`src/rtl/note_scheduler.sv`:
```
// note_scheduler: walks a chart ROM row by row, paces rows by a tick-based delay
// and serialises each row's lane mask into one spawn per clock; also runs time_.
module note_scheduler #(
  parameter int TICK_DIV = 100000,
  parameter int ADDR_W   = 8,
  parameter int DELTA_W  = 8
) (
  input  logic               clk,
  input  logic               rst,
  input  logic               start,
  input  logic               wait_,
  input  logic               hold,
  input  logic               speed,
  output logic [ADDR_W-1:0]  rom_addr,
  input  logic [DELTA_W+3:0] rom_data,
  output logic               out_valid,
  output logic [1:0]         drop_pos,
  output logic               on_off,
  output logic [8:0]         time_,
  output logic               busy,
  output logic               done
);

  localparam int DIV_W = $clog2(TICK_DIV);
  localparam logic [DIV_W-1:0]   FULL_M1    = DIV_W'(TICK_DIV - 1);
  localparam logic [DIV_W-1:0]   HALF_M1    = DIV_W'(TICK_DIV / 2 - 1);
  localparam logic [DIV_W-1:0]   DIV_ONE    = DIV_W'(1);
  localparam logic [ADDR_W-1:0]  ADDR_ONE   = ADDR_W'(1);
  localparam logic [ADDR_W-1:0]  LAST_ADDR  = '1;
  localparam logic [DELTA_W-1:0] DELTA_ONE  = DELTA_W'(1);
  localparam logic [8:0]         TIME_MAX   = 9'd479;

  typedef enum logic [2:0] {IDLE, FETCH, LATCH, ISSUE, COUNT, DONE} state_t;

  state_t             state_reg;
  logic [DIV_W-1:0]   div_reg;
  logic               fast_reg;
  logic [3:0]         mask_reg;
  logic [DELTA_W-1:0] delta_reg;
  logic [DELTA_W-1:0] cnt_reg;

  logic               fast_sel;
  logic [DIV_W-1:0]   div_lim;
  logic               tick;
  logic [3:0]         cur_mask;
  logic [DELTA_W-1:0] cur_delta;
  logic [3:0]         low_hot;
  logic [3:0]         rest_mask;
  logic [1:0]         low_idx;

  // Speed is only sampled while the divider sits at zero, so a change made
  // mid-period applies from the following period.
  assign fast_sel = (div_reg == '0) ? speed : fast_reg;
  assign div_lim  = fast_sel ? HALF_M1 : FULL_M1;
  assign tick     = on_off && !hold && (div_reg == div_lim);

  // The first spawn of a row is issued straight from the ROM word in LATCH,
  // later spawns come from the remaining mask held in ISSUE.
  assign cur_mask  = (state_reg == LATCH) ? rom_data[3:0] : mask_reg;
  assign cur_delta = (state_reg == LATCH) ? rom_data[DELTA_W+3:4] : delta_reg;

  for (genvar gi = 0; gi < 4; gi++) begin : g_low
    if (gi == 0) begin : g_first
      assign low_hot[gi] = cur_mask[0];
    end else begin : g_rest
      assign low_hot[gi] = cur_mask[gi] & ~(|cur_mask[gi-1:0]);
    end
  end

  assign rest_mask = cur_mask & ~low_hot;
  assign low_idx   = {low_hot[3] | low_hot[2], low_hot[3] | low_hot[1]};

  always_ff @(posedge clk) begin
    if (rst || wait_) begin
      state_reg <= IDLE;
      rom_addr  <= '0;
      time_     <= '0;
      div_reg   <= '0;
      fast_reg  <= 1'b0;
      mask_reg  <= '0;
      delta_reg <= '0;
      cnt_reg   <= '0;
      out_valid <= 1'b0;
      drop_pos  <= 2'd0;
      on_off    <= 1'b0;
      busy      <= 1'b0;
      done      <= 1'b0;
    end else if (hold) begin
      // Everything freezes; strobes are dropped so they never stretch.
      out_valid <= 1'b0;
      done      <= 1'b0;
    end else begin
      out_valid <= 1'b0;
      done      <= 1'b0;
      fast_reg  <= fast_sel;
      if (on_off) begin
        div_reg <= tick ? '0 : div_reg + DIV_ONE;
      end
      if (tick) begin
        time_ <= (time_ == TIME_MAX) ? '0 : time_ + 9'd1;
      end

      case (state_reg)
        IDLE, DONE: begin
          if (start) begin
            state_reg <= FETCH;
            rom_addr  <= '0;
            time_     <= '0;
            on_off    <= 1'b1;
            busy      <= 1'b1;
          end
        end

        FETCH: state_reg <= LATCH;

        LATCH, ISSUE: begin
          if (state_reg == LATCH) begin
            delta_reg <= cur_delta;
          end
          if (cur_mask == 4'd0) begin
            state_reg <= DONE;
            on_off    <= 1'b0;
            done      <= 1'b1;
          end else begin
            out_valid <= 1'b1;
            drop_pos  <= low_idx;
            mask_reg  <= rest_mask;
            if (rest_mask != 4'd0) begin
              state_reg <= ISSUE;
            end else if (rom_addr == LAST_ADDR) begin
              state_reg <= DONE;
              on_off    <= 1'b0;
              done      <= 1'b1;
            end else begin
              rom_addr <= rom_addr + ADDR_ONE;
              if (cur_delta == '0) begin
                state_reg <= FETCH;
              end else begin
                state_reg <= COUNT;
                cnt_reg   <= cur_delta;
              end
            end
          end
        end

        COUNT: begin
          if (tick) begin
            cnt_reg <= cnt_reg - DELTA_ONE;
            if (cnt_reg == DELTA_ONE) begin
              state_reg <= FETCH;
            end
          end
        end

        default: state_reg <= IDLE;
      endcase
    end
  end

endmodule
```
`config.mk`:
```
export PLATFORM = sky130hd
export DESIGN_NAME = note_scheduler
export DESIGN_NICKNAME = d
export VERILOG_FILES = /design/src/rtl/note_scheduler.sv
export SDC_FILE = /design/constraint.sdc
export NUM_CORES = 1
export LEC_CHECK = 0
export CAP_MARGIN = 20
export CORE_UTILIZATION = 38
export CTS_CLUSTER_DIAMETER = 120
export CTS_CLUSTER_SIZE = 14
export DETAILED_ROUTE_END_ITERATION = 16
export PLACE_DENSITY = 0.69
export SYNTH_ARGS = -nofsm -noshare
export SYNTH_HDL_FRONTEND = slang
export SYNTH_SLANG_ARGS = --single-unit
```
`constraint.sdc`:
```
create_clock -name clk -period 2.9 [get_ports clk]
set_input_delay 0.58 -clock clk [delete_from_list [all_inputs] [get_ports clk]]
set_output_delay 0.58 -clock clk [all_outputs]
set_load 0.05 [all_outputs]
```
==> impl_metrics.yaml, run 1 <==
timing:
  post-route-period-util_pct: 91.1
  skew_ns: 0.0132
  tightest_slew_ns: 0.839
  setup-violations-final: 0
  fmax_mhz: 378
  period_needed_ns: 2.64
  hold_viol_final: 0
  final_max_slew_viol_count: 0
  fin_tns_setup_ns: 0
  holdWs_ns: 0.479
  rsz0062_at_grt: "no"
  layout_setup_ws_ns: 0.257
  slew_headroom_pct: 43.6
job:
  maxCapViolCount: 0
power:
  swShare_pct: 22.4
  ir_drop_mv: 0.224
  cellLeakagePower_nw: 1.51
  pwr-share-comb_pct: 6.2
  intPower_mw: 1.40
  switchingPower_mw: 0.404
  total_power_mw: 1.81
  pwr-share-seq_pct: 48.1
  clkPwrFrac_pct: 45.6
  powerDensity_mw_per_mm2: 418
worst_setup_path:
  slowest_delay_ns: 0.56
  end_kind: "register"
  worst_path_max_delay_cell: "or4_1"
  critPathArrivalTime_ns: 2.89
  r2r_slack_ns: 0.26
  cp_max_fo: 9
  critical_path_buf_inv_count: 0
  cp-start-kind: "register"
  crit_required_ns: 3.15
  crit_chain: "or4_1, o22a_1, a2111oi_4, a22oi_4, or3_1, o31ai_1"
  cp_top_family: "compound AO/OA/AOI/OAI gates"
  path_class: "reg2reg"
cts:
  clock_latency_ns: 0.34
  cts.hold.buffers_added: 0
  clkTransAtPathRegs_ns: 0.07
  numCtsBuffers: 9
  clk_path_buf_depth: 2
  clock_sinks: 63
  cts_root_buf: "clkbuf_8"
  cts_resized: 0
  cts_tree: "built"
  htreeDepth: 3
  cts_setup_buffers: 0
floorplan:
  core-area_mm2: 0.00881
  core.rowCount: 34
  die_area_mm2: 0.00953
  io_pins: 41
  fp.dieW_um: 97.6
  initial_core_util_pct: 39.4
  die_y_um: 97.6
route:
  dr.pass1.iters: 5
  drt_iter0_markers: 163
  wl_per_cell_um: 14.3
  vias_per_cell: 5.68
  drc: 0
  postRouteAntennaNets: 0
  num_vias: 3535
  wl_um: 8910
synthesis:
  netlist_area_mm2: 0.00347
  yosysWarnings: 0
  syn-num-nets: 480
  ys_seq_elements: 63
  synth.avg_cell_area_um2: 7.62
  synth-main-ff-cell: "dfxtp_1"
  async_flop_share_pct: 0
  ys_seq_area_share_pct: 36.3
  postSynthCellCount: 456
  synth.distinct_cells: 57
  synth_edf_count: 0
grt:
  grt_pass1_vias: 3413
  antenna_found_initial: 0
  grt_pass1_wl_um: 15600
  grt_max_degree: 29
  grt-ovfl-total: 0
  grtUsageTotal_pct: 19.8
layout:
  layout_common_cells: "63 x dfxtp_1, 62 x nand2_1, 50 x nor2_1"
  area_growth_pct: 24.5
  finalNonFillerCells: 622
  layout.nets: 534
  mostFrequentLayoutCell: "dfxtp_1"
  diodes: 0
  largest_register_ff_count: 17
  postLayoutCellArea_mm2: 0.00432
  drive_above_1_share_pct: 8.95
  nFillCells: 851
  fin_util_pct: 49.1
place:
  dpl_cell_area_mm2: 0.00411
  dp_cells: 607
  dp_hpwl_um: 6310
  portBuffers: 40
  pre_cts_ws_ns: -0.0838
  place_congestion: 0.851
worst_hold_path:
  hold_path.class: "reg2reg"
run_status:
  status: "finished, final reports clean"
==> cells in the mapped netlist, drive strengths merged (2+ instances only) <==
master / n / share of area [%]
a21o: 5 / 1.1
or4: 3 / 0.65
or2: 3 / 0.54
o31ai: 2 / 0.43
o22ai: 2 / 0.36
and2: 4 / 0.72
mux2i: 6 / 1.7
o311ai: 5 / 1.3
a21oi: 42 / 6.1
nor3: 13 / 1.9
xor2: 6 / 1.5
o211a: 3 / 0.86
clkbuf: 18 / 1.9
buf: 3 / 0.40
dfxtp: 63 / 36
nor2: 50 / 5.4
nand2: 62 / 6.7
nand3b: 2 / 0.43
nor4: 11 / 2.0
o21bai: 3 / 0.65
o211ai: 4 / 0.86
or3: 8 / 1.4
and4: 2 / 0.50
and3: 8 / 1.4
nand3: 25 / 3.6
a22oi: 3 / 1.0
xnor2: 8 / 2.0
nand2b: 6 / 1.1
o21a: 2 / 0.43
a31oi: 8 / 1.4
inv: 13 / 1.4
nor2b: 5 / 0.90
ha: 6 / 2.2
nand4: 8 / 1.4
o21ai: 22 / 3.2
nor3b: 3 / 0.65
a211oi: 2 / 0.43
==> routing by layer <==
metal | vias to the layer above | GRT usage (%) | share of wire, %
met5 | - | 0 | 0
met2 | 89 | 33.0 | 48
met1 | 1672 | 25.2 | 47
met4 | 0 | 9.91 | 2.1
met3 | 13 | 2.45 | 3.1
li1 | 1761 | - | -
==> final timing paths <==
kind	from	to	cells after the start
worst max-delay path	div_reg[16]$_SDFFE_PP0P_	cnt_reg[6]$_SDFFE_PP0P_	6
worst min-delay path	delta_reg[2]$_SDFFE_PP0P_	delta_reg[2]$_SDFFE_PP0P_	2
worst max register to register	div_reg[16]$_SDFFE_PP0P_	cnt_reg[6]$_SDFFE_PP0P_	6
worst min register to register	delta_reg[2]$_SDFFE_PP0P_	delta_reg[2]$_SDFFE_PP0P_	2
==> kinds of logic after synthesis <==
family / synth area share [%]
AND/OR/NAND/NOR: 30.4
buffers and inverters: 3.75
AO/OA/AOI/OAI: 21.8
XOR/XNOR: 3.53
adder cells (fa/ha/maj): 2.16
flip-flops: 36.3
multiplexers: 2.05
==> cell type report <==
type	instances	area, um2	share of cell area, %
multi-input cells	359	2080	48.1
repair buffers	64	581	13.4
clock inverters	2	37.5	0.868
well taps	108	135	3.13
clock buffers	13	179	4.14
flip-flops and latches	63	1260	29.2
inverters	13	48.8	1.13
==> power groups by stage <==
stage	combinational, mW	clock, mW	sequential (mW)
2_1_floorplan	0.0501	0	0.892
3_3_place_gp	0.109	0	0.889
3_5_place_dp	0.111	0	0.889
4_1_cts	0.112	0.846	0.869
5_1_grt	0.121	0.882	0.869
6_report	0.112	0.825	0.869
==> worst register-to-register path: stages (launching register included) <==
cell,delay (ns)
dfxtp_1,0.35
or4_1,0.56
o22a_1,0.26
a2111oi_4,0.46
a22oi_4,0.15
or3_1,0.52
o31ai_1,0.27
(Power assumes the default switching activity.)
==> inputs of run 2 (changes only) <==
--- a/config.mk
+++ b/config.mk
@@ -5,7 +5,6 @@
 export SDC_FILE = /design/constraint.sdc
 export NUM_CORES = 1
 export LEC_CHECK = 0
-export CAP_MARGIN = 20
 export CORE_UTILIZATION = 38
 export CTS_CLUSTER_DIAMETER = 120
 export CTS_CLUSTER_SIZE = 14
==> results of run 2 <==
The final DEF is identical to that of run 1; final timing and power are the same.
